===== src/rtl/frame_fifo_sync_ctrl.sv =====
// ---------------------------------------------------------------------------
// frame_fifo_sync_ctrl
//
// Single-clock frame FIFO for one switch port. It sits between the ingress MAC
// parser and the forwarding engine. The block holds the write/read pointer
// controller and an inferred dual-port RAM array.
//
// Optional feature: define FRAME_FIFO_PEAK_LEVEL_EN to add a peak fill-level
// tracker (ports PEAK_CLR / PEAK_LEVEL).
//
// Parameters:
//   WIDTH     data word width (1..256)
//   DEPTH     number of entries, power of two (4..4096)
//   PIPE      0: RDATA one cycle after an accepted read
//             1: extra output register, two cycles
//   AFULL_TH  AFULL  asserted when LEVEL >= AFULL_TH
//   AEMPTY_TH AEMPTY asserted when LEVEL <= AEMPTY_TH
//
// Ports:
//   CLOCK      rising-edge clock
//   RESET_N    asynchronous active-low reset
//   WE/WDATA   write request and write data
//   RE         read request
//   RDATA      read data, held while RVALID=0
//   RVALID     RDATA carries a newly read word this cycle
//   FULL/EMPTY/AFULL/AEMPTY   registered occupancy flags
//   LEVEL      occupancy, 0..DEPTH
//   OVERFLOW   one-cycle strobe when a write is rejected
//   UNDERFLOW  one-cycle strobe when a read is rejected
//   PEAK_CLR   (optional) reload the peak tracker with the current LEVEL
//   PEAK_LEVEL (optional) highest LEVEL since reset or the last PEAK_CLR
// ---------------------------------------------------------------------------
module frame_fifo_sync_ctrl #(
  parameter int WIDTH     = 32,
  parameter int DEPTH     = 128,
  parameter int PIPE      = 1,
  parameter int AFULL_TH  = DEPTH - 4,
  parameter int AEMPTY_TH = 4
) (
  input  logic                     CLOCK,
  input  logic                     RESET_N,
  input  logic                     WE,
  input  logic [WIDTH-1:0]         WDATA,
  input  logic                     RE,
  output logic [WIDTH-1:0]         RDATA,
  output logic                     RVALID,
  output logic                     FULL,
  output logic                     EMPTY,
  output logic                     AFULL,
  output logic                     AEMPTY,
  output logic [$clog2(DEPTH):0]   LEVEL,
  output logic                     OVERFLOW,
  output logic                     UNDERFLOW
`ifdef FRAME_FIFO_PEAK_LEVEL_EN
  ,
  input  logic                     PEAK_CLR,
  output logic [$clog2(DEPTH):0]   PEAK_LEVEL
`endif
);

  localparam int AW = $clog2(DEPTH);

  localparam logic [AW:0]   LVL_ONE   = (AW+1)'(1);
  localparam logic [AW-1:0] PTR_ONE   = AW'(1);
  localparam logic [AW:0]   LVL_FULL  = (AW+1)'(DEPTH);
  localparam logic [AW:0]   LVL_AFULL = (AW+1)'(AFULL_TH);
  localparam logic [AW:0]   LVL_AEMPT = (AW+1)'(AEMPTY_TH);

  logic [WIDTH-1:0] mem [DEPTH];

  logic [AW-1:0]    wr_ptr_reg;
  logic [AW-1:0]    rd_ptr_reg;
  logic [AW:0]      level_reg;
  logic [AW:0]      level_next;
  logic             full_reg;
  logic             empty_reg;
  logic             afull_reg;
  logic             aempty_reg;
  logic             overflow_reg;
  logic             underflow_reg;
  logic [WIDTH-1:0] ram_q_reg;
  logic             ram_v_reg;
  logic             wr_acc;
  logic             rd_acc;

  // Acceptance uses the registered flags from the start of the cycle, so a
  // read and a write in the same cycle never interact combinationally.
  always_comb begin
    wr_acc     = WE && !full_reg;
    rd_acc     = RE && !empty_reg;
    level_next = level_reg;
    case ({wr_acc, rd_acc})
      2'b10:   level_next = level_reg + LVL_ONE;
      2'b01:   level_next = level_reg - LVL_ONE;
      default: level_next = level_reg;
    endcase
  end

  // RAM write port. Storage is never reset.
  always_ff @(posedge CLOCK) begin
    if (wr_acc) begin
      mem[wr_ptr_reg] <= WDATA;
    end
  end

  // Pointer, level, flag and registered-read state.
  always_ff @(posedge CLOCK or negedge RESET_N) begin
    if (!RESET_N) begin
      wr_ptr_reg    <= '0;
      rd_ptr_reg    <= '0;
      level_reg     <= '0;
      full_reg      <= 1'b0;
      empty_reg     <= 1'b1;
      afull_reg     <= 1'b0;
      aempty_reg    <= 1'b1;
      overflow_reg  <= 1'b0;
      underflow_reg <= 1'b0;
      ram_q_reg     <= '0;
      ram_v_reg     <= 1'b0;
    end else begin
      if (wr_acc) begin
        wr_ptr_reg <= wr_ptr_reg + PTR_ONE;
      end
      if (rd_acc) begin
        rd_ptr_reg <= rd_ptr_reg + PTR_ONE;
        // The read address is never the one being written this cycle,
        // because the FIFO cannot be empty at that slot.
        ram_q_reg  <= mem[rd_ptr_reg];
      end
      ram_v_reg     <= rd_acc;
      level_reg     <= level_next;
      full_reg      <= (level_next == LVL_FULL);
      empty_reg     <= (level_next == '0);
      afull_reg     <= (level_next >= LVL_AFULL);
      aempty_reg    <= (level_next <= LVL_AEMPT);
      overflow_reg  <= WE && full_reg;
      underflow_reg <= RE && empty_reg;
    end
  end

  // Read output stage: direct from the RAM register, or through one more
  // register for timing closure on wide words.
  generate
    if (PIPE == 0) begin : g_pipe0
      assign RDATA  = ram_q_reg;
      assign RVALID = ram_v_reg;
    end else begin : g_pipe1
      logic [WIDTH-1:0] out_data_reg;
      logic             out_valid_reg;

      always_ff @(posedge CLOCK or negedge RESET_N) begin
        if (!RESET_N) begin
          out_data_reg  <= '0;
          out_valid_reg <= 1'b0;
        end else begin
          out_valid_reg <= ram_v_reg;
          if (ram_v_reg) begin
            out_data_reg <= ram_q_reg;
          end
        end
      end

      assign RDATA  = out_data_reg;
      assign RVALID = out_valid_reg;
    end
  endgenerate

  assign FULL      = full_reg;
  assign EMPTY     = empty_reg;
  assign AFULL     = afull_reg;
  assign AEMPTY    = aempty_reg;
  assign LEVEL     = level_reg;
  assign OVERFLOW  = overflow_reg;
  assign UNDERFLOW = underflow_reg;

`ifdef FRAME_FIFO_PEAK_LEVEL_EN
  logic [AW:0] peak_reg;

  // Tracks the post-access level, so a clear in the same cycle as a write
  // captures the incremented value.
  always_ff @(posedge CLOCK or negedge RESET_N) begin
    if (!RESET_N) begin
      peak_reg <= '0;
    end else if (PEAK_CLR) begin
      peak_reg <= level_next;
    end else if (level_next > peak_reg) begin
      peak_reg <= level_next;
    end
  end

  assign PEAK_LEVEL = peak_reg;
`endif

endmodule


===== config.mk =====
export PLATFORM = sky130hd
export DESIGN_NAME = frame_fifo_sync_ctrl
export DESIGN_NICKNAME = d
export VERILOG_FILES = /design/src/rtl/frame_fifo_sync_ctrl.sv
export SDC_FILE = /design/constraint.sdc
export NUM_CORES = 2
export LEC_CHECK = 0
export CORE_MARGIN = 8
export CORE_UTILIZATION = 45
export DETAILED_ROUTE_END_ITERATION = 10
export HOLD_SLACK_MARGIN = 0.15
export PLACE_DENSITY = 0.67
export SLEW_MARGIN = 20
export SYNTH_ARGS = -nofsm -noshare
export SYNTH_HDL_FRONTEND = slang
export SYNTH_SLANG_ARGS = --single-unit

===== constraint.sdc =====
create_clock -name CLOCK -period 5.12 [get_ports CLOCK]
set_input_delay 1.536 -clock CLOCK [delete_from_list [all_inputs] [get_ports CLOCK]]
set_output_delay 1.536 -clock CLOCK [all_outputs]
set_load 0.005 [all_outputs]

# Word-level counts from Yosys, hierarchy flattened
# Memory sizes are Yosys's and may differ from the RTL's. A register that Yosys moved wholly into a read port is not among the register bits.
# Cells that the tools add are included.
# classes
n_mux	3
eq_ne	3
reduce_logical	8
mul	0
shift	0
bitwise_logic	0
magnitude_cmp	2
addsub	4
div	0
# op_table
operator	count
one-hot mux 8 bit (2 select lines)	1
adder 7 x 1 -> 7 bit, second input constant	2
adder 8 x 1 -> 8 bit, second input constant	1
equality test 8 bit, second input constant	1
greater-or-equal comparator 8 x 7 -> 1 bit, second input constant	1
less-or-equal comparator 8 x 3 -> 1 bit, second input constant	1
logical NOT 8 bit	1
subtractor 8 x 1 -> 8 bit, second input constant	1
logical AND 1 bit	4
logical NOT 1 bit	3
equality test 2 x 1 -> 1 bit, second input constant	1
equality test 2 bit, second input constant	1
two-way mux 1 bit	2
# totals
wordCells	33
register_bits	62
rom_bits	0
out_inout_bits	47
latchBits	0
mem_bits_rw	4096
n_memories	1
# mem_list
memory	depth	word_bits	rd	rd_clocked_by_memory_dff	wr	line	rtl
mem	128	32	1	1	1	69	logic [WIDTH-1:0] mem [DEPTH];

# Longest topological paths before layout
# logic_depth
depth_word	5
mapped_depth	14

# Least setup slack after synthesis
# OpenSTA, ideal clock, no wires.
# synth_timing
path_type	input to register
startpoint	input WE
endpoint	memory mem[31][0], enable pin
t_arrival_ns	4.875
setup_slack_ns	-0.216
path_stages	7
t_required_ns	4.659
path_cell_list	nor2b_1 clkinv_1 clkbuf_1 or2_2 inv_1 nand2_1 nor3_1
# synth_via
elab_chain_cells	3
# synth_lines
element	line	rtl
from (decl)	42	input logic WE,
logical AND 1 bit	89	wr_acc = WE && !full_reg;
two-way mux 1 bit	101	if (wr_acc) begin
two-way mux 1 bit (not written as such)	102	mem[wr_ptr_reg] <= WDATA;
to (decl)	69	
# No other way between the ends.

==> flow_metrics.tcl <==
set metrics [dict create \
    gp_congestion 0.8645 \
    worstSkewPairLatency_ns 0.98 \
    synthFlopType "edfxtp_1" \
    drt_wl_total_mm 436.3 \
    maxCapViolations 0 \
    ys_warn_count 0 \
    viasPerCell 6.243 \
    finalNetCount 7697 \
    setup_tns_ns 0 \
    peakVddDrop_mv 0.4328 \
    crit_required_ns 5.91 \
    grt_pass1_vias 79590 \
    synthTopCellsByArea "edfxtp_1 77%, mux4_2 14%, mux2i_1 1.8%" \
    cts_tree "built" \
    drtIter0Drc 11390 \
    drv_slew 0 \
    clock-sinks 4190 \
    place_hpwl_mm 252.5 \
    cts_resized 0 \
    start_util 0.4506 \
    dieArea_um2 374700 \
    die_h_um 612.1 \
    path_clk_slew_ns 0.06 \
    fmax_mhz 200.8 \
    synthMuxAreaShare 0.1592 \
    fin_area_um2 184500 \
    root_buffer "clkbuf_16" \
    syn_area_per_cell_um2 22.50 \
    max-slew-margin-rel 0.1932 \
    final_cells 12760 \
    yosys.area.top_type "edfxtp_1" \
    synth_fa_ha_area_frac 0.0003130 \
    fp-row-count 219 \
    detail-route-antenna-nets 0 \
    worst_pin_slew_ns 1.210 \
    setup.worst_path.class "flop to flop" \
    final_cell_mix "4096 x edfxtp_1, 970 x mux4_2, 413 x clkbuf_16, 344 x buf_4, 294 x mux2i_1" \
    async_flop_share 0.02243 \
    dpl_cell_area_um2 171000 \
    cts_setup_buffers 0 \
    drive_gt1_frac 0.2886 \
    cts_buffer_depth 4 \
    status "complete, no violations" \
    grt_setup_unrepaired "no" \
    place_inst 11990 \
    netlist.area_leader.share 0.7692 \
    portBuffers 82 \
    h-tree-depth 5 \
    grt_max_degree 129 \
    synth_seq_area_share 0.7839 \
    syn_nets 7147 \
    endpoint_kind "flop" \
    largest_register_ffs 4096 \
    grt_pass1_wl_mm 612.6 \
    synth-compound-area-share 0.02770 \
    hold_violations 0 \
    hold_class "flop to flop" \
    final_common_cell "edfxtp_1" \
    grt_use_total 0.2288 \
    netlist_instances 7107 \
    fillers 26760 \
    holdBufCountCts 0 \
    timing.final.crit_period_ns 4.980 \
    syn_area_um2 159900 \
    powerDensity_nw_per_um2 533.6 \
    ys_seq_elements 4190 \
    synth-edff-count 4096 \
    p_leak_uw 0.05751 \
    synth_top_family_by_area "multiplexers" \
    cts_buffers 409 \
    final_util 0.5198 \
    cp_max_fo 27 \
    drt_pass1_iterations 6 \
    drc 0 \
    yosys.cell_types.count 62 \
    skew_ns 0.07538 \
    synthXorXnorAreaFrac 0.001205 \
    ios 83 \
    fin_crit_sh 0.9726 \
    antenna_found_initial 29 \
    critPathLaunchType "flop" \
    grt.overflow.total 0 \
    wl_per_cell_um 34.18 \
    vias 79690 \
    core_area_um2 354800 \
    setup_viol 0 \
    dieWidth_um 612.1 \
    syn2layout_area_growth_pct 15.36 \
    yosys.area_share.simple 0.01438 \
    arrival_ns 5.77 \
    fin_hold_ws_ns 0.4844 \
]
==> report_power, final <==
group,leakage (uW),switching (uW),internal [uW]
registers,0.0379,1160,38700
clock network,0.00648,12900,16900
logic,0.0131,16800,12000
==> critical path, cell delays in order (launching register included) <==
cell       delay [ns]
dfrtp_4          1.12
buf_12           0.31
buf_4            0.25
buf_4            0.20
mux4_2           0.51
a2111oi_0        0.96
buf_4            0.27
a211oi_1         0.06
buf_4            0.21
nor3_1           0.51
buf_4            0.25
o31ai_1          0.07
==> per-stage QoR <==
stage                     total power, uW  worst slack [ns]
after floorplan                     56350            0.5884
after global placement              68820            -1.766
after detailed placement            69290            0.2315
after CTS                           98760            0.1517
after global routing               101200            0.1383
final                               98430            0.1402
==> final timing paths <==
kind / cells after the start / end / start / slack [ns]
setup / recovery: 11 / ram_q_reg[21] / rd_ptr_reg[0] / 0.14
hold / removal: 2 / ram_q_reg[25] / ram_q_reg[25] / 0.48
setup reg to reg: 11 / ram_q_reg[21] / rd_ptr_reg[0] / 0.14
hold reg to reg: 2 / ram_q_reg[25] / ram_q_reg[25] / 0.48
max in group asynchronous: 2 / RVALID / RESET_N / 3.46
min in group asynchronous: 1 / LEVEL[3] / RESET_N / 0.57
==> cells in the mapped netlist (6+ instances only) <==
master,instances
nand2_1,150
inv_1,6
a22o_1,40
a211oi_1,37
nand3_1,16
clkbuf_1,154
a311oi_1,14
a22oi_1,133
o41ai_1,8
o22ai_1,78
mux2_2,60
nor2b_1,34
a21oi_1,103
o21ai_0,70
xnor2_1,17
a31oi_1,6
and3_1,10
mux4_2,970
a2111oi_0,74
nor3_1,45
buf_6,18
buf_2,158
buf_1,28
mux2i_1,294
o31ai_1,22
nor2_1,203
or2_2,9
dfrtp_1,92
nor4_1,17
nand2b_1,6
o221ai_1,21
buf_4,55
edfxtp_1,4096
==> area by class of cell <==
class / instances / area (um2) / area share
clock buffers: 522 / 10900 / 0.05911
flip-flops and latches: 4190 / 125400 / 0.6797
repair buffers: 552 / 6178 / 0.03349
well taps: 4751 / 5944 / 0.03223
clock inverters: 235 / 2400 / 0.01301
inverters: 7 / 26.28 / 0.0001424
multi-input cells: 2497 / 33600 / 0.1822
diodes: 10 / 25.02 / 0.0001357
==> cell families after synthesis <==
logic type                 after synthesis
AOI/OAI and AO/OA                      631
muxes                                 1324
and+or+nand+nor                        516
buffers and inverters                  420
xor gates and xnor gates                22
adders and majority gates                4
DFF                                   4190
==> metal layers <==
layer | global-route usage | part of all wire | routed length (um)
met1 | 0.3171 | 0.38 | 163800
met2 | 0.3595 | 0.47 | 204100
met3 | 0.05034 | 0.11 | 49530
met4 | 0.08381 | 0.043 | 18790
met5 | 0 | 0.00018 | 80
(Power assumes the default switching activity.)
